$ cat src/rtl/ids_bus_pkg.sv
// Shared bus-fabric types and limits.
//   arb_mode_e : arbitration policy selector for ids_bus_arbiter_n
//   MAX_MST    : upper bound on masters, shared by the decoder, the mux and the arbiter
package ids_bus_pkg;

  typedef enum logic {ARB_FIXED, ARB_RR} arb_mode_e;

  localparam int unsigned MAX_MST = 16;

endpackage

$ cat src/rtl/ids_prio_pick.sv
// Combinational find-first-set with a wrapping start position.
// Ports:
//   vec   : request vector, NUM_MST bits
//   start : index where the search begins (must be < NUM_MST)
//   found : any bit of vec set
//   idx   : first set index at or after start, wrapping modulo NUM_MST
module ids_prio_pick #(
  parameter int unsigned NUM_MST = 4,
  parameter int unsigned IDX_W   = 2
) (
  input  logic [NUM_MST-1:0] vec,
  input  logic [IDX_W-1:0]   start,
  output logic               found,
  output logic [IDX_W-1:0]   idx
);

  // start + ofs modulo NUM_MST; both operands are below NUM_MST
  function automatic logic [IDX_W-1:0] wrap_add(input logic [IDX_W-1:0] base,
                                                input int unsigned ofs);
    int unsigned pos;
    pos = 32'(base) + ofs;
    if (pos >= NUM_MST) pos = pos - NUM_MST;
    return IDX_W'(pos);
  endfunction

  // Walk candidates in search order and keep the first hit
  always_comb begin
    found = 1'b0;
    idx   = '0;
    for (int unsigned i = 0; i < NUM_MST; i++) begin
      if (!found && vec[wrap_add(start, i)]) begin
        found = 1'b1;
        idx   = wrap_add(start, i);
      end
    end
  end

endmodule

$ cat src/rtl/ids_bus_arbiter_n.sv
// N-master bus arbiter with registered one-hot grants.
// Fixed-priority (index 0 highest, preemptive) or round-robin with a bounded
// hold time; the current owner's lock blocks preemption and rotation.
// Ports:
//   i_clk       : clock, rising edge
//   i_rst       : synchronous active-high reset
//   i_req       : per-master level request
//   i_lock      : per-master lock, honoured only for the requesting owner
//   o_gnt       : registered one-hot grant (or zero)
//   o_gnt_idx   : index of the granted master, 0 when idle
//   o_gnt_valid : a grant is active
module ids_bus_arbiter_n
  import ids_bus_pkg::*;
#(
  parameter int unsigned  NUM_MST  = 4,
  parameter arb_mode_e    MODE     = ARB_FIXED,
  parameter int unsigned  MAX_HOLD = 16,
  localparam int unsigned IDX_W    = (NUM_MST > 1) ? $clog2(NUM_MST) : 1
) (
  input  logic               i_clk,
  input  logic               i_rst,
  input  logic [NUM_MST-1:0] i_req,
  input  logic [NUM_MST-1:0] i_lock,
  output logic [NUM_MST-1:0] o_gnt,
  output logic [IDX_W-1:0]   o_gnt_idx,
  output logic               o_gnt_valid
);

  localparam int unsigned HOLD_W = (MAX_HOLD > 0) ? $clog2(MAX_HOLD + 1) : 1;

  typedef enum logic {ST_IDLE, ST_GRANT} state_e;

  state_e             state_q, state_n;
  logic [IDX_W-1:0]   owner_q, owner_n;
  logic [IDX_W-1:0]   rr_ptr_q, rr_ptr_n;
  logic [HOLD_W-1:0]  hold_q, hold_n;
  logic [NUM_MST-1:0] gnt_q, gnt_n;

  logic [IDX_W-1:0]   pick_start;
  logic [IDX_W-1:0]   pick_idx;
  logic               pick_found;
  logic [IDX_W-1:0]   pick_next;

  logic               owner_req;
  logic               owner_lock;
  logic               others_req;
  logic               hold_expired;
  logic               rr_keep;
  logic               fixed_keep;
  logic [HOLD_W-1:0]  hold_inc;

  assign pick_start = (MODE == ARB_RR) ? rr_ptr_q : '0;

  ids_prio_pick #(
    .NUM_MST (NUM_MST),
    .IDX_W   (IDX_W)
  ) u_pick (
    .vec   (i_req),
    .start (pick_start),
    .found (pick_found),
    .idx   (pick_idx)
  );

  // Pointer position just past the candidate winner
  assign pick_next = (32'(pick_idx) == NUM_MST - 1) ? '0 : pick_idx + IDX_W'(1);

  // Owner status and retention conditions
  assign owner_req    = (state_q == ST_GRANT) && i_req[owner_q];
  assign owner_lock   = owner_req && i_lock[owner_q];
  assign others_req   = |(i_req & ~(NUM_MST'(1) << owner_q));
  assign hold_inc     = (&hold_q) ? hold_q : hold_q + HOLD_W'(1);
  // >= rather than == so an owner whose lock carried it past the limit still yields
  assign hold_expired = (MAX_HOLD != 0) && (32'(hold_q) + 32'd1 >= MAX_HOLD);
  assign rr_keep      = (MODE == ARB_RR) && owner_req && !(hold_expired && others_req);
  assign fixed_keep   = (MODE == ARB_FIXED) && owner_req && (pick_idx == owner_q);

  // Next-state and next-output decision
  always_comb begin
    state_n  = state_q;
    owner_n  = owner_q;
    hold_n   = hold_q;
    rr_ptr_n = rr_ptr_q;
    if (i_req == '0) begin
      state_n = ST_IDLE;
      owner_n = '0;
      hold_n  = '0;
    end else if (owner_lock || rr_keep || fixed_keep) begin
      hold_n = hold_inc;
    end else if (pick_found) begin
      state_n  = ST_GRANT;
      owner_n  = pick_idx;
      hold_n   = '0;
      rr_ptr_n = pick_next;
    end
    gnt_n = (state_n == ST_GRANT) ? (NUM_MST'(1) << owner_n) : '0;
  end

  // State, arbitration bookkeeping and registered outputs
  always_ff @(posedge i_clk) begin
    if (i_rst) begin
      state_q  <= ST_IDLE;
      owner_q  <= '0;
      hold_q   <= '0;
      rr_ptr_q <= '0;
      gnt_q    <= '0;
    end else begin
      state_q  <= state_n;
      owner_q  <= owner_n;
      hold_q   <= hold_n;
      rr_ptr_q <= rr_ptr_n;
      gnt_q    <= gnt_n;
    end
  end

  assign o_gnt       = gnt_q;
  assign o_gnt_idx   = owner_q;
  assign o_gnt_valid = (state_q == ST_GRANT);

endmodule

$ cat config.mk
export PLATFORM = sky130hd
export DESIGN_NAME = ids_bus_arbiter_n
export DESIGN_NICKNAME = d
export VERILOG_FILES = /design/src/rtl/ids_bus_pkg.sv /design/src/rtl/ids_prio_pick.sv /design/src/rtl/ids_bus_arbiter_n.sv
export SDC_FILE = /design/constraint.sdc
export NUM_CORES = 1
export LEC_CHECK = 0
export CELL_PAD_IN_SITES_DETAIL_PLACEMENT = 1
export CELL_PAD_IN_SITES_GLOBAL_PLACEMENT = 2
export CORE_MARGIN = 2
export CORE_UTILIZATION = 24
export CTS_CLUSTER_DIAMETER = 40
export DETAILED_ROUTE_END_ITERATION = 8
export MAX_ROUTING_LAYER = met4
export PLACE_DENSITY = 0.81
export SETUP_SLACK_MARGIN = 0.4
export SYNTH_ARGS = -nofsm -noshare
export SYNTH_HDL_FRONTEND = slang
export SYNTH_SLANG_ARGS = --single-unit
$ cat constraint.sdc
create_clock -name i_clk -period 2.15 [get_ports i_clk]
set_clock_uncertainty 0.1 [all_clocks]
set_input_delay 0.5375 -clock i_clk [delete_from_list [all_inputs] [get_ports i_clk]]
set_output_delay 0.5375 -clock i_clk [all_outputs]
set_load 0.02 [all_outputs]
==> impl_metrics.py <==
metrics = {
    "run_status": {
        "outcome": "completed",
    },
    "cts": {
        "clk_root_buffer_cell": "clkbuf_4",
        "cts_tree": "built",
        "clkLatencyLatePin_ns": 0.25,
        "cts_sinks": 7,
        "cts_made_buffers": 3,
        "h-tree-depth": 1,
        "clock_path_buffers": 2,
        "clk_pin_slew_worst_paths_ns": 0.06,
    },
    "worst_setup_path": {
        "path_delay_family": "multiplexers",
        "crit_required_ns": 2.19,
        "crit_chain": "mux4_2 -> nand2_2 -> o21ba_4 -> mux2_4",
        "crit_fanout": 8,
        "cp_slowest_stage_delay_ns": 0.52,
        "path_buf_inv": 0,
        "worst-setup-path-type": "flop to flop",
        "cp.arrival_ns": 1.72,
        "cp_slowest_cell": "mux4_2",
        "startpoint_type": "flop",
        "end_kind": "flop",
    },
    "grt": {
        "grt_max_degree": 9,
        "grt_pass1_vias": 491,
        "grt_pass1_wl_um": 2190,
        "groute.usage.overall_pct": 14.2,
        "overflow": 0,
        "antenna_found_initial": 0,
    },
    "synthesis": {
        "avgSynthCellArea_um2": 9.20,
        "synth-simple-area-share_pct": 27.7,
        "syn_area_um2": 469,
        "synth_nets": 61,
        "synth_mux_area_share_pct": 21.9,
        "synthCells": 51,
        "synth_top_family_by_area": "simple AND/OR/NAND/NOR gates",
        "synth_xor_area_share_pct": 0,
        "synth_fa_ha_area_share_pct": 0,
        "synth_compound_area_share_pct": 13.9,
        "ys_seq_area_share_pct": 29.9,
        "yosys_warnings": 0,
        "ys_types": 26,
        "synth-seq-cells": 7,
    },
    "min_path": {
        "hold_class": "flop to flop",
    },
    "placed_design": {
        "place_inst": 101,
        "gp_congestion": 0.745,
        "postPlaceCellArea_um2": 723,
        "post-place-ws_ns": -0.166,
        "portBuffers": 16,
        "dp_hpwl_um": 1060,
    },
    "timing": {
        "fmax_mhz": 597,
        "rsz0062_at_grt": "no",
        "tightest_slew_ns": 0.275,
        "finalSetupViolCount": 0,
        "period_minus_slack_ns": 1.68,
        "setup_slack_ns": 0.474,
        "finalCritPeriodShare_pct": 78.0,
        "hold_viol": 0,
        "tns_ns": 0,
        "slew_headroom_pct": 81.7,
        "final_max_slew_viol_count": 0,
    },
    "finish": {
        "fin_nets": 92,
        "n_fill_cell": 213,
        "mostFrequentLayoutCells": "12 x buf_4, 7 x dlygate4sd2_1, 6 x dfxtp_1",
        "register_area_um2": 144,
        "multi_input_area_um2": 350,
        "n_antenna_cell": 0,
        "final_common_cell": "buf_4",
        "stdcell_area_um2": 792,
        "final_layout_size_suffix_gt1_share_pct": 48.1,
        "final_cells": 106,
        "area_growth_pct": 68.8,
    },
    "floorplan": {
        "io_pins": 17,
        "dieArea_um2": 2320,
        "die_h_um": 48.2,
        "start_util_pct": 26.3,
        "core-area_um2": 1780,
        "rows": 15,
        "die_w_um": 48.2,
    },
    "detailed_routing": {
        "via_per_inst": 4.51,
        "first_iter_violations": 6,
        "drc": 0,
        "num_vias": 478,
        "firstDrtPassIters": 4,
        "wl_per_cell_um": 12.4,
        "final_antenna_net_count": 0,
        "finalWirelength_um": 1310,
    },
    "power": {
        "p_per_area_nw_per_um2": 487,
        "power_leakage_uw": 0.000393,
        "vdd_drop_max_uv": 211,
        "fin_total_pwr_uw": 386,
    },
    "flow_run": {
        "cap_violations": 0,
    },
}
[sequential cells by signal (all words and copies together), names as in the netlist]
register	count
o_gnt	4
o_gnt_valid	1
o_gnt_idx	2
[path summary, 6_finish.rpt]
path / startpoint / end / slack, ns / depth (start not counted)
worst min register to register: o_gnt_valid / o_gnt_idx[1] / 0.57 / 3
worst max-delay path: o_gnt_idx[0] / o_gnt[1] / 0.47 / 4
worst max register to register: o_gnt_idx[0] / o_gnt[1] / 0.47 / 4
worst min-delay path: o_gnt_valid / o_gnt_idx[1] / 0.57 / 3
[cell type report]
cell class / instances / area share, %
Clock buffer: 3 / 2.84
Clock inverter: 1 / 0.632
Inverter: 1 / 0.474
Multi-Input combinational cell: 40 / 44.2
Sequential cell: 7 / 18.2
Tap cell: 25 / 3.95
Timing Repair Buffer: 29 / 29.7
[per-stage QoR]
step	hold WS, ns	utilization (%)
after floorplan	0.541	-
after global placement	0.571	40.6
after detailed placement	0.569	40.6
after CTS	0.588	41.9
after global routing	0.630	44.4
final	0.570	44.4
[layer usage]
| metal | wire length [µm] | vias to the layer above | global-route usage [%] | share of wire, % |
|---|---|---|---|---|
| li1 | - | 236 | - | - |
| met1 | 560 | 228 | 16.4 | 43 |
| met2 | 682 | 14 | 24.5 | 52 |
| met3 | 70 | 0 | 3.70 | 5.3 |
| met4 | 0 | 0 | 3.24 | 0 |
| met5 | 0 | - | - | 0 |
[kinds of logic (layout without fill, tap and decap cells)]
family,Yosys count,after routing
simple gates,25,25
mux,8,8
compound gates,7,7
flops,7,7
buf+inv,4,34
[synthesized netlist by cell type]
library cell | number | area share, %
mux2_4 | 2 | 6.4
mux2i_1 | 5 | 11
nand4_1 | 1 | 1.3
nand3_1 | 3 | 3.2
nand2_1 | 6 | 4.8
o21ba_4 | 1 | 3.5
buf_2 | 1 | 1.1
or2_1 | 2 | 2.7
dfxtp_1 | 7 | 30
o32ai_1 | 1 | 1.9
a21oi_2 | 1 | 1.9
inv_1 | 1 | 0.80
or2b_1 | 1 | 1.6
a31oi_1 | 1 | 1.3
mux4_2 | 1 | 4.8
nor2_1 | 5 | 4.0
buf_6 | 2 | 4.8
nand2_2 | 1 | 1.3
o21ai_2 | 1 | 1.9
and2_1 | 1 | 1.3
or3_1 | 1 | 1.3
and3b_2 | 1 | 2.1
nor2b_1 | 2 | 2.7
o21bai_2 | 1 | 2.4
a21oi_1 | 1 | 1.1
nand2b_1 | 1 | 1.3
[worst min-delay path, stage by stage (launching register included)]
cell and delay, ns:
dfxtp_1 0.32, nand2_2 0.07, o21bai_2 0.15, mux2i_1 0.08
[timing repair]
item	in CTS	in global routing
endpoints found under the setup margin	13	8
pin swaps	4	2
gates resized for setup	17	23
hold buffers	0	0
buffers inserted	0	1
[where the power goes]
part | leakage [µW] | internal, µW | switching, µW
Sequential | 0.0000583 | 137 | 8.22
Combinational | 0.000317 | 67.3 | 54.5
Clock | 0.0000177 | 68.0 | 50.4
(Power assumes the default switching activity.)
==> patch (config.mk and constraints unchanged) <==
`NUM_MST` is set to 4 in 2 places; all go to 8.
--- a/src/rtl/ids_prio_pick.sv
+++ b/src/rtl/ids_prio_pick.sv
@@ -5,7 +5,7 @@
 //   found : any bit of vec set
 //   idx   : first set index at or after start, wrapping modulo NUM_MST
 module ids_prio_pick #(
-  parameter int unsigned NUM_MST = 4,
+  parameter int unsigned NUM_MST = 8,
   parameter int unsigned IDX_W   = 2
 ) (
   input  logic [NUM_MST-1:0] vec,
--- a/src/rtl/ids_bus_arbiter_n.sv
+++ b/src/rtl/ids_bus_arbiter_n.sv
@@ -12,7 +12,7 @@
 module ids_bus_arbiter_n
   import ids_bus_pkg::*;
 #(
-  parameter int unsigned  NUM_MST  = 4,
+  parameter int unsigned  NUM_MST  = 8,
   parameter arb_mode_e    MODE     = ARB_FIXED,
   parameter int unsigned  MAX_HOLD = 16,
   localparam int unsigned IDX_W    = (NUM_MST > 1) ? $clog2(NUM_MST) : 1
Interface: changed (resized i_lock, i_req, o_gnt and o_gnt_idx); port bits go from 17 to 30. No check against the original RTL was run, so the function may have changed too.
==> patch against the original RTL <==
- the flow now finishes with violations (negative setup slack)
- non-clock buffer count increased by 26
- register-to-register slack worse by 0.42 ns
- final cell count is 71% higher
- setup slack got worse by 0.52 ns
- largest cell class unchanged
- total power is 71% higher
- routed wire length increased by 120%
- core utilization up 1.6 points
- sequential cell count up 5
- area after synthesis is 61% higher
- design area is 76% higher
==> patch: results <==
routing:
  drt_iter0_drc: 10
  wl_met2_um: 1550
  wl_per_cell_um: 16.2
  wl_met3_um: 88
  wl_met1_um: 1300
  vias_per_cell: 4.98
layout:
  clkbuf_count: 4
  seqCellArea_sq_um: 245
  final_cells: 181
  clk_share_pct: 2.60
  layout-drive-gt1-share_pct: 51.1
  nets: 156
  n_all_buffers: 55
  bufAreaShareNonClock_pct: 32.0
global_route:
  track_usage_pct: 16.5
  met1_usage_pct: 18.9
  grtUsageMet3_pct: 3.90
  grt.met2_usage_pct: 30.4
  grt_pass1_vias: 922
run_status:
  status: "finished with violations"
  violations: "negative setup slack"
place:
  hpwl_um: 2070
  post-place-ws_ns: -0.782
  place.gp.congestion: 0.798
timing:
  relSlewSlack_pct: 72.9
  tns_ns: -0.199
  setup_viol_count_final: 6
  fin_ws_ns: -0.0499
  fin_hold_ws_ns: 0.670
clocking:
  clk_latency_ns: 0.27
setup_path:
  arrival_ns: 2.26
  rr_worst_depth: 8
  critPathSlowestCell: "or4_4"
  r2r_end: "o_gnt[2]"
  r2r_start: "o_gnt_idx[1]"
logic_synthesis:
  postSynthNetCount: 98
  synthMuxAreaShare_pct: 21.9
  synth_compound_area_share_pct: 16.6
  avgSynthCellArea_sq_um: 9.43
  ys_ff_latch: 12
  ys_types: 35
power:
  pg_clk_mw: 0.177
  ir_drop_v: 0.000345
die:
  taps: 44
==> patch: worst max-delay path by stage <==
stage | startpoint | endpoint | depth (start not counted)
4_1_cts | i_req[7] | o_gnt[6] | 8
5_1_grt | i_req[7] | o_gnt[3] | 8
3_3_place_gp | i_req[4] | o_gnt[2] | 8
6_report | i_req[7] | o_gnt[2] | 8
3_5_place_dp | i_req[4] | o_gnt[6] | 8
2_1_floorplan | i_req[4] | o_gnt[2] | 7
==> patch: cell families (layout without fill, tap and decap cells) <==
group,Yosys count,after routing
AOI/OAI and AO/OA,15,15
buffers and inverters,3,60
and+or+nand+nor,40,40
muxes,10,10
DFF,12,12
==> patch: stage by stage <==
step                util (%)  total power [mW]
finish                  46.0             0.659
CTS                     44.4             0.646
floorplan                  -             0.360
detailed placement      42.1             0.466
global route            46.0             0.698
global placement        42.1             0.458
==> patch: timing repair <==
item | in CTS | in global routing
gates resized for setup | 62 | 21
gates cloned | 0 | 0
buffers inserted | 2 | 3
pin swaps | 15 | 12
setup endpoints to repair | 24 | 13
